[config.mk]
export PLATFORM = sky130hd
export DESIGN_NAME = icache_bank_dispatch
export DESIGN_NICKNAME = d
export VERILOG_FILES = /design/src/rtl/icache_ic_pkg.sv /design/src/rtl/icache_req_timer.sv /design/src/rtl/icache_bank_dispatch.sv
export SDC_FILE = /design/constraint.sdc
export NUM_CORES = 1
export LEC_CHECK = 0
export CAP_MARGIN = 20
export CORE_MARGIN = 4
export CORE_UTILIZATION = 25
export DETAILED_ROUTE_END_ITERATION = 10
export DONT_BUFFER_PORTS = 1
export PLACE_DENSITY = 0.36
export RECOVER_POWER = 25
export SETUP_SLACK_MARGIN = 0.2
export SLEW_MARGIN = 0
export SYNTH_ARGS = -nofsm -noshare
export SYNTH_HDL_FRONTEND = slang
export SYNTH_SLANG_ARGS = --single-unit
[constraint.sdc]
create_clock -name clk -period 2.1 [get_ports clk]
set_input_delay 0.315 -clock clk [delete_from_list [all_inputs] [get_ports clk]]
set_output_delay 0.315 -clock clk [all_outputs]
set_load 0.02 [all_outputs]
[src/rtl/icache_ic_pkg.sv]
// rtl/icache_ic_pkg.sv - shared state encoding and address field positions for the icache bank dispatcher
package icache_ic_pkg;

  typedef enum logic [1:0] {
    IDLE = 2'd0,
    REQ  = 2'd1,
    RESP = 2'd2
  } state_t;

  localparam int BANK_SEL_LSB = 2;
  localparam int BANK_SEL_W   = 4;
  localparam int BANK_IDX_LSB = 6;
  localparam int BANK_IDX_W   = 6;

endpackage

[src/rtl/icache_req_timer.sv]
// rtl/icache_req_timer.sv - request timeout counter with clear, enable and terminal-count flag
module icache_req_timer #(
  parameter int TIMEOUT = 15
) (
  input  logic clk,
  input  logic rst_n,
  input  logic clear,
  input  logic enable,
  output logic tc
);

  logic [7:0] count;

  always_ff @(posedge clk or negedge rst_n) begin
    if (!rst_n) begin
      count <= 8'd0;
    end else if (clear) begin
      count <= 8'd0;
    end else if (enable) begin
      count <= count + 8'd1;
    end
  end

  assign tc = (count == 8'(TIMEOUT - 1));

endmodule

[src/rtl/icache_bank_dispatch.sv]
// rtl/icache_bank_dispatch.sv - single-outstanding fetch dispatcher driving the 16-way bank demux
module icache_bank_dispatch
  import icache_ic_pkg::*;
#(
  parameter int ADDR_W  = 32,
  parameter int DATA_W  = 32,
  parameter int TIMEOUT = 15
) (
  input  logic                  clk,
  input  logic                  rst_n,
  input  logic                  req_valid,
  output logic                  req_ready,
  input  logic [ADDR_W-1:0]     req_addr,
  output logic [BANK_SEL_W-1:0] bank_sel,
  output logic                  bank_req,
  output logic [BANK_IDX_W-1:0] bank_idx,
  input  logic                  bank_ack,
  input  logic [DATA_W-1:0]     bank_rdata,
  output logic                  resp_valid,
  input  logic                  resp_ready,
  output logic [DATA_W-1:0]     resp_data,
  output logic                  resp_err
);

  state_t state_q;
  state_t state_d;
  logic   timeout_tc;
  logic   unused_addr_bits;

  // Byte offset and bits above the 4 KB window play no part in bank routing.
  assign unused_addr_bits = ^{req_addr[1:0], req_addr[ADDR_W-1:12]};

  icache_req_timer #(
    .TIMEOUT (TIMEOUT)
  ) u_timer (
    .clk    (clk),
    .rst_n  (rst_n),
    .clear  (state_q == IDLE),
    .enable (state_q == REQ),
    .tc     (timeout_tc)
  );

  always_ff @(posedge clk or negedge rst_n) begin
    if (!rst_n) begin
      state_q <= IDLE;
    end else begin
      state_q <= state_d;
    end
  end

  always_comb begin
    state_d = state_q;
    case (state_q)
      IDLE:    if (req_valid) state_d = REQ;
      REQ:     if (bank_ack || timeout_tc) state_d = RESP;
      RESP:    if (resp_ready) state_d = IDLE;
      default: state_d = IDLE;
    endcase
  end

  // Handshake flags are registered copies of the next state so no input reaches an output combinationally.
  always_ff @(posedge clk or negedge rst_n) begin
    if (!rst_n) begin
      req_ready  <= 1'b1;
      bank_req   <= 1'b0;
      resp_valid <= 1'b0;
      bank_sel   <= '0;
      bank_idx   <= '0;
      resp_data  <= '0;
      resp_err   <= 1'b0;
    end else begin
      req_ready  <= (state_d == IDLE);
      bank_req   <= (state_d == REQ);
      resp_valid <= (state_d == RESP);
      if (state_q == IDLE && req_valid) begin
        bank_sel <= req_addr[BANK_SEL_LSB +: BANK_SEL_W];
        bank_idx <= req_addr[BANK_IDX_LSB +: BANK_IDX_W];
      end
      if (state_q == REQ) begin
        if (bank_ack) begin
          resp_data <= bank_rdata;
          resp_err  <= 1'b0;
        end else if (timeout_tc) begin
          resp_data <= '0;
          resp_err  <= 1'b1;
        end
      end
    end
  end

endmodule
== Yosys cells after proc, flatten, opt, wreduce, memory -nomap -nowiden ==
Cells that the tools add are included.
Word-level totals
  word-level logic and storage cells: 32
  output and inout port bits: 46
  register bits after elaboration: 56
  input port bits: 69
Cells by class
  multiplexer cells: 10
  reductions and logical operators: 7
  equality and inequality tests: 5
  $add $sub $neg: 1
Operators with widths (number)
  $mux 32: 2
  $mux 8: 2
  $add 8x1->8 const B: 1
  $eq 8x4->1 const B: 1
  $mux 2: 3
  $pmux 2 s3: 1
  $eq 2x1->1 const B: 2
  $eq 2x2->1 const B: 2
  $logic_not 2->1: 2
  $reduce_bool 2->1: 2
  $mux 1: 2
  $reduce_and 2->1: 1
  $logic_and 1x1->1: 1
  $logic_or 1x1->1: 1

== Logic depth before layout (Yosys ltp) ==
Gate-level depths: netlist of the first run.
  depth after elaboration: 5
  depth in mapped cells: 6
  gate-level depth less buffers: 5

== Modules after synthesis ==
From an unflattened synthesis of the first run, not the netlist that was laid out.
Second synthesis, totals
  cells, all modules: 157
  area total of the unflattened synthesis: 2282.2 µm²
Modules (own cells, without submodules)
  icache_bank_dispatch: cells an instance 115, area an instance 1855.5 µm², seq. area each 1202.4 µm², instances 1
  icache_req_timer: cells an instance 42, area an instance 426.7 µm², seq. area each 200.2 µm², instances 1

== Worst setup path after synthesis of the first run ==
No wires, ideal clock.
  path kind: register to register
  from: register u_timer.count[0]
  to: register resp_data[25]
  cell stages (with the launch flop): 7
  slack: 0.439 ns
  data required time: 1.975 ns
  setup time: 0.125 ns
  data arrival time: 1.535 ns
  period minus slack after synthesis: 1.661 ns
  buffers on the path: 1
  cell sequence: dfrtp_1 -> inv_1 -> ha_1 -> or4b_4 -> o21bai_4 -> buf_6 -> o21ai_2
Between the ends
  cells in the longest elaborated chain, start to end: 3
Ends and longest elaborated chain
  from (decl): line icache_req_timer.sv:12  | logic [7:0] count;
  from (signal assigned): line icache_req_timer.sv:20  | count <= count + 8'd1;
  $eq 8x4->1: line icache_req_timer.sv:24  | assign tc = (count == 8'(TIMEOUT - 1));
  $reduce_bool 2->1 (no line)
  $reduce_and 2->1 (no line)
  to (signal assigned): line icache_bank_dispatch.sv:81  | resp_data <= bank_rdata;
  to (decl): line icache_bank_dispatch.sv:21  | output logic [DATA_W-1:0] resp_data,
No other way between the ends.
A chain may end at the register's enable or synchronous reset.

== Worst setup path after layout of the first run ==
  from: register u_timer.count[0]
  to: register resp_data[4]
Same word-level chain as after synthesis.

==> flow_summary.ini, run 1 <==
[status]
outcome = completed

[setup_path]
reg2regPathDepth = 6
worstPathMaxFanout = 14
path_class = flip-flop to flip-flop
critPathLaunchType = flip-flop
cp.arrival_ps = 1970
rrSetupSlack_ps = 320
setup.worst_path.end = resp_data[4]
slowest_delay_ps = 480
r2r-start = u_timer.count[0]
slowest_stage = or4b_4
crit_chain = inv_1, ha_1, or4b_4, o21bai_4, clkbuf_16, o21ai_0
end_kind = flip-flop
required_ps = 2300
cp-startpoint = u_timer.count[0]
r2r_end = resp_data[4]

[final_layout]
drive_gt1_share_pct = 17.39
finish.utilization_pct = 28.63
synthToLayoutAreaGrowth_pct = 12.03
num_antenna_cells = 0
finalNonFillerCells = 363
fin_nets = 300

[detailed_routing]
wire_per_inst_um = 16.63
drt_pass1_iterations = 4
drt_wl_total_um = 6036
drt_iter0_markers = 132
vias_per_cell = 4.526
final_antenna_net_count = 0
drc = 0
num_vias = 1643

[timing]
setup_slack_ps = 323.6
period_minus_slack_ps = 1776
period_share_pct = 84.59
fmax_ghz = 0.5629
skew_ps = 11.43
tightest_slew_ps = 1277
slew_headroom_pct = 14.85
drv_slew = 0
rsz0062_at_grt = yes
setup_viol = 0
hold_ws_ps = 82.90
setup_tns_ps = 0
finalHoldViolations = 0

[synthesis]
yosys_most_used_dff = dfrtp_1
synth_top_area_share_pct = 55.36
synth_top_cells_by_area = dfrtp_1 (55%), a22oi_1 (9.7%), o21ai_0 (5.0%), inv_1 (5.0%), mux2_2 (5.0%)
synth_cell_types = 31
synthTopCellsByCount = dfrtp_1 (55), inv_1 (33), a22oi_1 (32)
yosys.area.top_type = dfrtp_1
synth_cells = 226
synth_fp_nets = 297
synthArstFlopShare_pct = 100.0
ys_warn_count = 0
seq_area_frac_synth_pct = 56.42
yosysMostFrequentCell = dfrtp_1
ys_ff_latch = 56
synth.avg_cell_area_um2 = 11.00
synth_edf_count = 0
syn-cell-area_um2 = 2486

[clock_network]
numCtsBuffers = 5
clk_latency_ps = 310
post-cts-setup-buffers = 0
path_clk_slew_ps = 100
cts_buffer_depth = 2
cts_resized = 0
htree_levels = 2
cts_tree = done
clock-sinks = 56
root_buffer = clkbuf_8

[run]
maxCapViolCount = 0

[floorplanning]
die_y_um = 107.7
initial_core_util_pct = 25.55
rows = 36
die_area_um2 = 11600
core-area_um2 = 9729
ios = 115
die-width_um = 107.7

[power]
p_leak_nw = 1.246
power.density_nw_per_um2 = 1594
ir_drop_uv = 479.6

[placement]
io_buffers = 0
dp_cells = 352
post-place-ws_ps = 314.8
gp_congestion = 0.6669
hpwl_um = 3853

[global_routing]
grt_max_degree = 57
antenna_found_initial = 0
gr-total-overflow = 0
grt_use_total_pct = 10.60
grt_pass1_wl_um = 9556
grt_pass1_vias = 1756

[hold_path]
worstHoldPathType = input pin to flip-flop
-- area by class of cell --
| class | count | area, um^2 |
|---|---|---|
| fill | 1035 | 6944 |
| clock inverter | 2 | 38.79 |
| sequential | 56 | 1403 |
| tap | 133 | 166.4 |
| clock buffer | 6 | 72.57 |
| multi-input combinational | 123 | 875.8 |
| inverter | 33 | 123.9 |
| timing repair buffer | 10 | 105.1 |
-- report_power, final --
group	total (W)	internal, W	switching, W
combinational	0.00124	0.000615	0.000627
sequential	0.00246	0.00153	0.000935
clock	0.000736	0.000362	0.000374
total	0.00444	0.00250	0.00194
-- what timing repair did --
action	in CTS	in global routing
hold buffers	2	0
setup endpoints to repair	0	7
endpoints found under the hold margin	56	0
-- critical path: cells and delay by family, from the launching register on --
| kind | cells | cell delay [ps] |
|---|---|---|
| buffers and inverters | 2 | 310 |
| adders and majority gates | 1 | 140 |
| AOI/OAI and AO/OA | 2 | 300 |
| and+or+nand+nor | 1 | 480 |
| DFF | 1 | 440 |
-- how the worst min path moves through the flow --
stage,from,to,slack [ps],cells past startpoint
2_1_floorplan,rst_n,bank_idx[0],20,0
3_3_place_gp,rst_n,bank_idx[2],20,0
3_5_place_dp,rst_n,bank_idx[5],20,0
4_1_cts,bank_ack,resp_err,70,1
5_1_grt,bank_ack,resp_err,70,1
6_report,bank_ack,resp_err,80,1
-- per-stage QoR --
stage	power, W	area [um^2]
finish	0.004439	2785
global route	0.004821	2785
CTS	0.004532	2783
detailed placement	0.003743	2634
global placement	0.003716	2634
floorplan	0.003389	2486
-- layer usage --
metal | vias to the layer above | track usage [%] | wire length (um)
met4 | 0 | 3.787 | 72
met1 | 796 | 13.61 | 2701
met5 | - | 0 | 0
met2 | 44 | 17.58 | 2939
li1 | 799 | - | -
met3 | 4 | 2.220 | 322
-- registers in the layout, indices dropped and copies added (netlist names) --
name	flops
bank_idx	6
bank_req	1
bank_sel	4
req_ready	1
resp_data	32
resp_err	1
resp_valid	1
state_q	2
u_timer.count	8
-- logic make-up (layout without fill, tap and decap cells) --
| family | count (synthesis) | count (layout) | share of synthesized area (%) |
|---|---|---|---|
| compound gates | 81 | 81 | 22.90 |
| flops | 56 | 56 | 56.42 |
| buf+inv | 47 | 51 | 8.354 |
| simple gates | 29 | 29 | 6.342 |
| mux | 11 | 11 | 4.982 |
| fa+ha+maj | 2 | 2 | 1.006 |
-- placed cells by master (no fill, tap or decap), types with 5 or more instances in the layout --
cell	synthesis	final
a22oi_1	32	32
mux2_2	11	11
buf_4	0	6
nor2_1	5	5
dfrtp_1	55	55
nand2_1	7	7
o21ai_2	10	10
inv_1	33	33
o21ai_0	25	25
clkbuf_8	0	5
nand3_1	6	6
(Power assumes the default switching activity.)
==> inputs of run 2 (changes only) <==
--- a/config.mk
+++ b/config.mk
@@ -10,7 +10,7 @@
 export CORE_UTILIZATION = 25
 export DETAILED_ROUTE_END_ITERATION = 10
 export DONT_BUFFER_PORTS = 1
-export PLACE_DENSITY = 0.36
+export PLACE_DENSITY = 0.38
 export RECOVER_POWER = 25
 export SETUP_SLACK_MARGIN = 0.2
 export SLEW_MARGIN = 0
==> constraint.sdc (replaced) <==
create_clock -name clk -period 1.6 [get_ports clk]
set_input_delay 0.24 -clock clk [delete_from_list [all_inputs] [get_ports clk]]
set_output_delay 0.24 -clock clk [all_outputs]
set_load 0.02 [all_outputs]
==> flow_summary.ini, run 2 (synthesis gave the netlist of run 1 again) <==
[status]
outcome = finished with violations
violations = negative hold slack, negative setup slack

[setup_path]
slowest_delay_ps = 480
path_class = flip-flop to flip-flop
cp-startpoint = u_timer.count[0]
reg2regPathDepth = 6
worstPathMaxFanout = 29
r2r-start = u_timer.count[0]
rrSetupSlack_ps = -90
setup.worst_path.end = resp_data[3]
critPathLaunchType = flip-flop
cp.arrival_ps = 1890
slowest_stage = or4b_4
required_ps = 1790
end_kind = flip-flop
r2r_end = resp_data[3]
crit_chain = inv_1, ha_2, or4b_4, o21bai_4, buf_12, o21ai_1

[detailed_routing]
drt_wl_total_um = 6171
vias_per_cell = 4.550
num_vias = 1697
drt_pass1_iterations = 4
final_antenna_net_count = 0
drc = 0
wire_per_inst_um = 16.54
drt_iter0_markers = 69

[global_routing]
grt_pass1_vias = 1860
grt_max_degree = 57
grt_pass1_wl_um = 9742
gr-total-overflow = 0
grt_use_total_pct = 10.81
antenna_found_initial = 0

[clock_network]
cts_buffer_depth = 2
htree_levels = 2
cts_hold_buf = 1
clock-sinks = 56
cts_tree = done
root_buffer = clkbuf_8
numCtsBuffers = 5
path_clk_slew_ps = 110
clk_latency_ps = 300

[floorplanning]
core-area_um2 = 9729
rows = 36
die_y_um = 107.7
die-width_um = 107.7
ios = 115
die_area_um2 = 11600
initial_core_util_pct = 25.55

[placement]
hpwl_um = 4058
io_buffers = 0
post-place-ws_ps = -90.21
gp_congestion = 0.6506

[hold_path]
worstHoldPathType = input pin to async pin

[power]
power.density_nw_per_um2 = 2083
p_leak_nw = 1.298
ir_drop_uv = 570.1

[final_layout]
num_antenna_cells = 0
reg_top3 = resp_data x32, u_timer.count x8, bank_idx x6
fill_cells = 1028
drive_gt1_share_pct = 26.25
largest_reg_flops = 32
synthToLayoutAreaGrowth_pct = 17.46
top_register = resp_data
final_cell_mix = dfrtp_1 (52), inv_1 (33), a22oi_1 (32), o21ai_1 (21), buf_4 (14)
multiInputGateArea_um2 = 934.6
ff_latch_area_um2 = 1406
mostFrequentLayoutCell = dfrtp_1
fin_nets = 310

[timing]
setup_viol = 37
drv_slew = 0
slew_headroom_pct = 80.61
setup_slack_ps = -92.12
tightest_slew_ps = 290.8
skew_ps = 10.43
finalHoldViolations = 56
period_minus_slack_ps = 1692
fmax_ghz = 0.5910
period_share_pct = 105.8
rsz0062_at_grt = yes
hold_ws_ps = -387.5

[run]
maxCapViolCount = 0
[run 2: area by class of cell]
| class | instances | share of cell area (%) |
|---|---|---|
| clock buffers | 5 | 2.356 |
| inverters | 33 | 4.242 |
| multi-input cells | 124 | 32.01 |
| repair buffers | 19 | 6.084 |
| clock inverters | 3 | 1.457 |
| flip-flops and latches | 56 | 48.16 |
| well taps | 133 | 5.698 |
[run 2: worst min-delay path by stage]
stage                          endpoint  start  depth (start not counted)  slack [ps]
after floorplan             bank_idx[0]  rst_n                          0         -60
after global placement      bank_idx[4]  rst_n                          0         -50
after detailed placement    bank_sel[0]  rst_n                          0         -50
after CTS                 resp_data[14]  rst_n                          0        -400
after global routing        bank_sel[1]  rst_n                          0        -420
final                       bank_idx[1]  rst_n                          0        -390
[run 2: critical path: cells and delay by family (launching register included)]
kind / cells / cell delay (ps)
adder cells (fa/ha/maj): 1 / 170
buffers and inverters: 2 / 270
flip-flops: 1 / 390
AO/OA/AOI/OAI: 2 / 250
AND/OR/NAND/NOR: 1 / 480
[run 2: metrics by stage]
stage | TNS, ps | cells | area (um^2) | total power [W] | utilization, %
after global routing | -5353 | 373 | 2920 | 0.006578 | 30.02
after detailed placement | -2052 | 359 | 2706 | 0.005066 | 27.82
final | -2536 | 373 | 2920 | 0.006082 | 30.02
after global placement | -1676 | 359 | 2706 | 0.005017 | 27.82
after floorplan | -471.1 | 226 | 2494 | 0.004509 | -
after CTS | -2600 | 371 | 2858 | 0.006085 | 29.37
[run 2: power by group]
group          total [W]  switching [W]  leakage, nW  internal (W)
combinational    0.00193       0.000934        0.605      0.000998
sequential       0.00321        0.00120        0.640       0.00201
clock           0.000935       0.000471       0.0541      0.000464
[run 2: layer usage]
| layer | part of all wire [%] | track usage, % |
|---|---|---|
| met5 | 0 | 0 |
| met4 | 0.89 | 3.246 |
| met3 | 6.5 | 3.179 |
| met2 | 48 | 17.58 |
| met1 | 44 | 13.85 |
[run 2: what timing repair did]
action / CTS / global route
gates cloned: 0 / 1
pin swaps: 0 / 3
endpoints found under the setup margin: 51 / 53
resized for setup: 5 / 16
hold endpoints to repair: 57 / 56
buffers inserted: 3 / 1
